`config.mk`:
```
export PLATFORM = sky130hd
export DESIGN_NAME = seq_decoder_n
export DESIGN_NICKNAME = d
export VERILOG_FILES = /design/src/rtl/seq_decoder_n.sv
export SDC_FILE = /design/constraint.sdc
export NUM_CORES = 1
export LEC_CHECK = 0
export ABC_AREA = 1
export CORE_AREA = 2 2 39 41
export DETAILED_ROUTE_END_ITERATION = 12
export DIE_AREA = 0 0 41 43
export PLACE_DENSITY_LB_ADDON = 0.2
export SYNTH_ARGS = -nofsm -noshare
export SYNTH_HDL_FRONTEND = slang
export SYNTH_SLANG_ARGS = --single-unit
```
`constraint.sdc`:
```
create_clock -name clk -period 1.6 [get_ports clk]
set_input_delay 0.24 -clock clk [delete_from_list [all_inputs] [get_ports clk]]
set_output_delay 0.24 -clock clk [all_outputs]
set_load 0.01 [all_outputs]
```
`src/rtl/seq_decoder_n.sv`:
```
// Registered N-to-2^N one-hot decoder with DECODE mode (latched select) and
// SCAN mode (auto-stepping active output under a prescaler).
module seq_decoder_n #(
    parameter int SEL_W      = 2,
    parameter int DIV        = 4,
    parameter int SCAN_LAST  = 2**SEL_W - 1,
    parameter int ACTIVE_LOW = 0
) (
    input  logic               clk,
    input  logic               rst_n,
    input  logic               en,
    input  logic               mode,
    input  logic               load,
    input  logic [SEL_W-1:0]   sel,
    output logic [2**SEL_W-1:0] vystup,
    output logic [SEL_W-1:0]   idx,
    output logic               wrap
);
    localparam int OUT_W = 2**SEL_W;
    localparam int CNT_W = (DIV > 1) ? $clog2(DIV) : 1;
    localparam logic [SEL_W-1:0] LAST    = SEL_W'(SCAN_LAST);
    localparam logic [CNT_W-1:0] CNT_MAX = CNT_W'(DIV - 1);
    localparam logic [OUT_W-1:0] INACTIVE = (ACTIVE_LOW != 0) ? {OUT_W{1'b1}} : {OUT_W{1'b0}};

    // With DIV=1 the prescaler is pinned at 0 == CNT_MAX, so every SCAN clock steps.
    logic [CNT_W-1:0] cnt, cnt_next;
    logic [SEL_W-1:0] idx_next;
    logic             wrap_next;
    logic [OUT_W-1:0] vystup_next;

    always_comb begin
        idx_next    = idx;
        cnt_next    = cnt;
        wrap_next   = 1'b0;
        vystup_next = INACTIVE;
        if (en) begin
            if (load) begin
                idx_next = sel;
                cnt_next = '0;
            end else if (!mode) begin
                cnt_next = '0;
            end else if (cnt != CNT_MAX) begin
                cnt_next = cnt + CNT_W'(1);
            end else begin
                cnt_next = '0;
                if (idx >= LAST) begin
                    idx_next  = '0;
                    wrap_next = 1'b1;
                end else begin
                    idx_next = idx + SEL_W'(1);
                end
            end
            // Decode the next index so vystup and idx stay coherent each cycle.
            vystup_next = (OUT_W'(1) << idx_next) ^ INACTIVE;
        end
    end

    always_ff @(posedge clk or negedge rst_n) begin
        if (!rst_n) begin
            idx    <= '0;
            cnt    <= '0;
            wrap   <= 1'b0;
            vystup <= INACTIVE;
        end else begin
            idx    <= idx_next;
            cnt    <= cnt_next;
            wrap   <= wrap_next;
            vystup <= vystup_next;
        end
    end

endmodule

```
* After elaboration in Yosys (flattened, before gate mapping)
Cells that the tools add are included.
Operators by class: add/subtract/negate cells 2, order comparisons 1, equal/unequal tests 1, shift-type cells 1, muxes and demuxes 14
Operators with widths (number):
- 2-bit 2-to-1 mux | 8
- 1-bit 2-to-1 mux | 5
- 2-bit by 1-bit adder with 2-bit output (second input constant) | 2
- 4-bit 2-to-1 mux | 1
- 1-bit by 2-bit left shift with 4-bit output (first input constant) | 1
- 2-bit greater-or-equal comparator (second input constant) | 1
- 2-bit != test (second input constant) | 1
Storage, ports and cells: register bits 9, input port bits 7, output and inout bits 7, word-level logic and storage cells 23

* Logic depth before layout (Yosys ltp)
word-level depth 8, mapped depth 8, depth with buffers taken out 8

* Least setup slack after synthesis
OpenSTA, ideal clock, no wires.
path kind register -> register, start register idx[0], end register idx[1], setup time 0.127 ns, arrival 1.032 ns, required time 1.473 ns, setup slack 0.441 ns, stages on the path, launching flop included 6, path buffers 0, period minus slack after synthesis 1.159 ns, cells stage by stage dfrtp_1 -> ha_1 -> nand3_1 -> nand3_1 -> nand3_1 -> o21ai_0
On the way: word-level cells in the longest chain between the ends 6, elaborated cells between the ends (all ways) 7, those cells by class add/sub (1); order compare (1); mux (5)
RTL lines:
- start: declaration | RTL line 16 | output logic [SEL_W-1:0] idx,
- start signal: assignment | RTL line 65 | idx <= idx_next;
- 2-bit by 1-bit adder with 2-bit output or 2-bit greater-or-equal comparator (tied branches) | RTL line 50, 46
- 2-bit 2-to-1 mux (*) | RTL line 46 | if (idx >= LAST) begin
- 2-bit 2-to-1 mux (*) | RTL line 42 | end else if (cnt != CNT_MAX) begin
- 2-bit 2-to-1 mux (*) | RTL line 40 | end else if (!mode) begin
- 2-bit 2-to-1 mux (*) | RTL line 37 | if (load) begin
- 2-bit 2-to-1 mux (*) | RTL line 36 | if (en) begin
Every way passes the cells marked *; elsewhere a longest branch is shown, timed or not. The select of a mux whose other input is x is not followed. A chain may end at the register's enable or synchronous reset.

* Final worst setup path
start register idx[0], end output idx[0]
No word-level cell between the ends.

==> out/qor.yml <==
placed_design:
  portBuffers: 13
  dp_slack_ns: 0.251
  placed_area_um2: 567
  dp_hpwl_um: 623
  gp_congestion: 0.768
synthesis:
  synth_simple_gate_area_share_pct: 28.2
  synth_top_area_share_pct: 54.1
  yosys_warnings: 0
  seq_area_frac_synth_pct: 54.1
  yosysTopAreaCell: "dfrtp_1"
  synth-compound-area-share_pct: 5.41
  synth_top_family_by_area: "simple AND/OR/NAND/NOR gates"
  ys_types: 12
  synth_fa_ha_area_share_pct: 6.01
  muxShareOfSynthArea_pct: 0
  syn_nets: 56
  syn_area_per_cell_um2: 8.86
  synthesis.area_um2: 417
  syn_inst: 47
  synth.area.top_cells: "dfrtp_1 (54%), nand2_1 (7.2%), nor2_1 (6.3%)"
  synthXorXnorAreaFrac_pct: 0
  synth_seq_cells: 9
critical_path:
  max_stage_delay_ns: 0.57
  worst_setup_path_end_kind: "primary output"
  worst-path-buf-inv: 1
  path_cells: "clkdlybuf4s50_1"
  critPathLaunchType: "flop"
  crit_arrival_ns: 1.25
  required_ns: 1.36
  cp_slowest_cell: "clkdlybuf4s50_1"
  crit_fanout: 5
  path_class: "reg -> out"
  path_delay_family: "buffers and inverters"
worst_hold_path:
  hp-class: "in -> async"
clock_network:
  cts_hold_buf: 0
  post-cts-setup-buffer-count: 0
  clk_latency_ns: 0.26
  post_cts_resized: 0
  cts_max_level: 1
  clk_pin_slew_ns: 0.06
  cts.path.max_buffers: 2
  cts.sinks: 9
  cts-root-buf: "clkbuf_4"
  cts_buffers: 3
  tritoncts: "done"
floorplan:
  die_h_um: 43
  rows: 14
  pin_count: 14
  die_width_um: 41
  die-area_um2: 1760
  core-area_um2: 1380
  start_util_pct: 30.1
timing:
  slew_headroom_pct: 72.0
  finalCritPeriodShare_pct: 93.2
  max_freq_mhz: 671
  worst_clock_skew_ns: 0.00187
  hold_ws_ns: 0.278
  worst_slew_pin_slew_ns: 0.418
  period_minus_slack_ns: 1.49
  drv_slew: 0
  setup_viol: 0
  hold_violations: 0
  tns_ns: 0
  rsz0062_at_grt: "no"
  setup_slack_ns: 0.109
final_layout:
  areaGrowthSynthToFinish_pct: 42.3
  fin_nets: 74
  stdcell_area_um2: 593
  drive_gt1_share_pct: 12.5
  antenna_cells: 0
routing:
  antenna_left: 0
  routed_wl_um: 836
  post_drt_via_cell_ratio: 4.55
  drc: 0
  drt_iter0_drc: 7
  avgRoutedWirePerCell_um: 10.5
  vias: 364
  detail_route.first_pass.iterations: 3
global_route:
  grt_pass1_vias: 309
  grt_start_max_net_pins: 10
  grt_pass1_wl_mm: 1.32
  overflow: 0
  groute.usage.overall_pct: 11.5
  antenna_found_initial: 0
status:
  status: "completed"
run:
  maxCapViolCount: 0
pwr:
  peakVddDrop_v: 0.000398
  power_leakage_nw: 0.291
  power_density_nw_per_um2: 911
==> power breakdown <==
| part | total [mW] | leakage (nW) | internal, mW | switching (mW) |
|---|---|---|---|---|
| registers | 0.256 | 0.119 | 0.244 | 0.0117 |
| clock network | 0.179 | 0.0150 | 0.0963 | 0.0825 |
| logic | 0.106 | 0.158 | 0.0550 | 0.0508 |
| total | 0.540 | 0.291 | 0.395 | 0.145 |
==> metrics by stage <==
| stage | power, mW | std cells | utilization [%] |
|---|---|---|---|
| detailed placement | 0.366 | 76 | 41.0 |
| finish | 0.540 | 80 | 42.9 |
| CTS | 0.547 | 80 | 42.9 |
| global placement | 0.365 | 76 | 41.0 |
| global route | 0.569 | 80 | 42.9 |
| floorplan | 0.308 | 47 | - |
==> area by class of cell <==
class | count | area (µm²)
multi-input combinational | 31 | 165
clock buffer | 4 | 26.3
fill | 149 | 791
inverter | 7 | 26.3
sequential | 9 | 225
tap | 16 | 20.0
timing repair buffer | 13 | 130
==> cell families (layout without fill, tap and decap cells) <==
kind of cell	Yosys count	in the layout
fa+ha+maj	2	2
compound gates	4	4
simple gates	25	25
flops	9	9
buf+inv	7	24
==> cell usage after synthesis <==
library cell,instances
nand2_1,8
o21ai_0,2
ha_1,2
nand2_2,3
or2_1,2
dfrtp_1,9
o22ai_1,2
nand3_1,4
nor2_1,7
inv_1,6
inv_2,1
nand3_2,1
==> layout by cell type, fill, tap and decap left out <==
| master | synthesis | final |
|---|---|---|
| nand3_1 | 4 | 4 |
| ha_1 | 2 | 2 |
| dfrtp_1 | 9 | 9 |
| nand2_2 | 3 | 3 |
| inv_1 | 6 | 6 |
| o21ai_0 | 2 | 2 |
| clkbuf_1 | 0 | 1 |
| clkdlybuf4s50_1 | 0 | 13 |
| nand2_1 | 8 | 8 |
| nand3_2 | 1 | 1 |
| or2_1 | 2 | 2 |
| clkbuf_4 | 0 | 3 |
| inv_2 | 1 | 1 |
| o22ai_1 | 2 | 2 |
| nor2_1 | 7 | 7 |
==> worst paths after layout <==
kind / from / end / slack, ns / depth (start not counted)
setup / recovery: idx[0] / idx[0] / 0.11 / 1
hold / removal: rst_n / wrap / 0.28 / 1
setup reg to reg: idx[0] / vystup[1] / 0.34 / 6
hold reg to reg: cnt[1] / cnt[1] / 0.54 / 2
max in group asynchronous: rst_n / idx[0] / 1.03 / 1
min in group clk: cnt[1] / cnt[1] / 0.54 / 2
==> state kept, by name, indices dropped and copies added, names as in the netlist <==
name,flops
wrap,1
idx,2
vystup,4
cnt,2
==> layer usage <==
layer / GRT usage, % / part of all wire, % / vias up
li1: - / - / 182
met1: 16.7 / 47 / 170
met2: 14.1 / 45 / 10
met3: 3.14 / 6.3 / 2
met4: 8.00 / 1.1 / 0
met5: 0 / 0 / -
No activity file was read; power rests on OpenSTA's default activity.
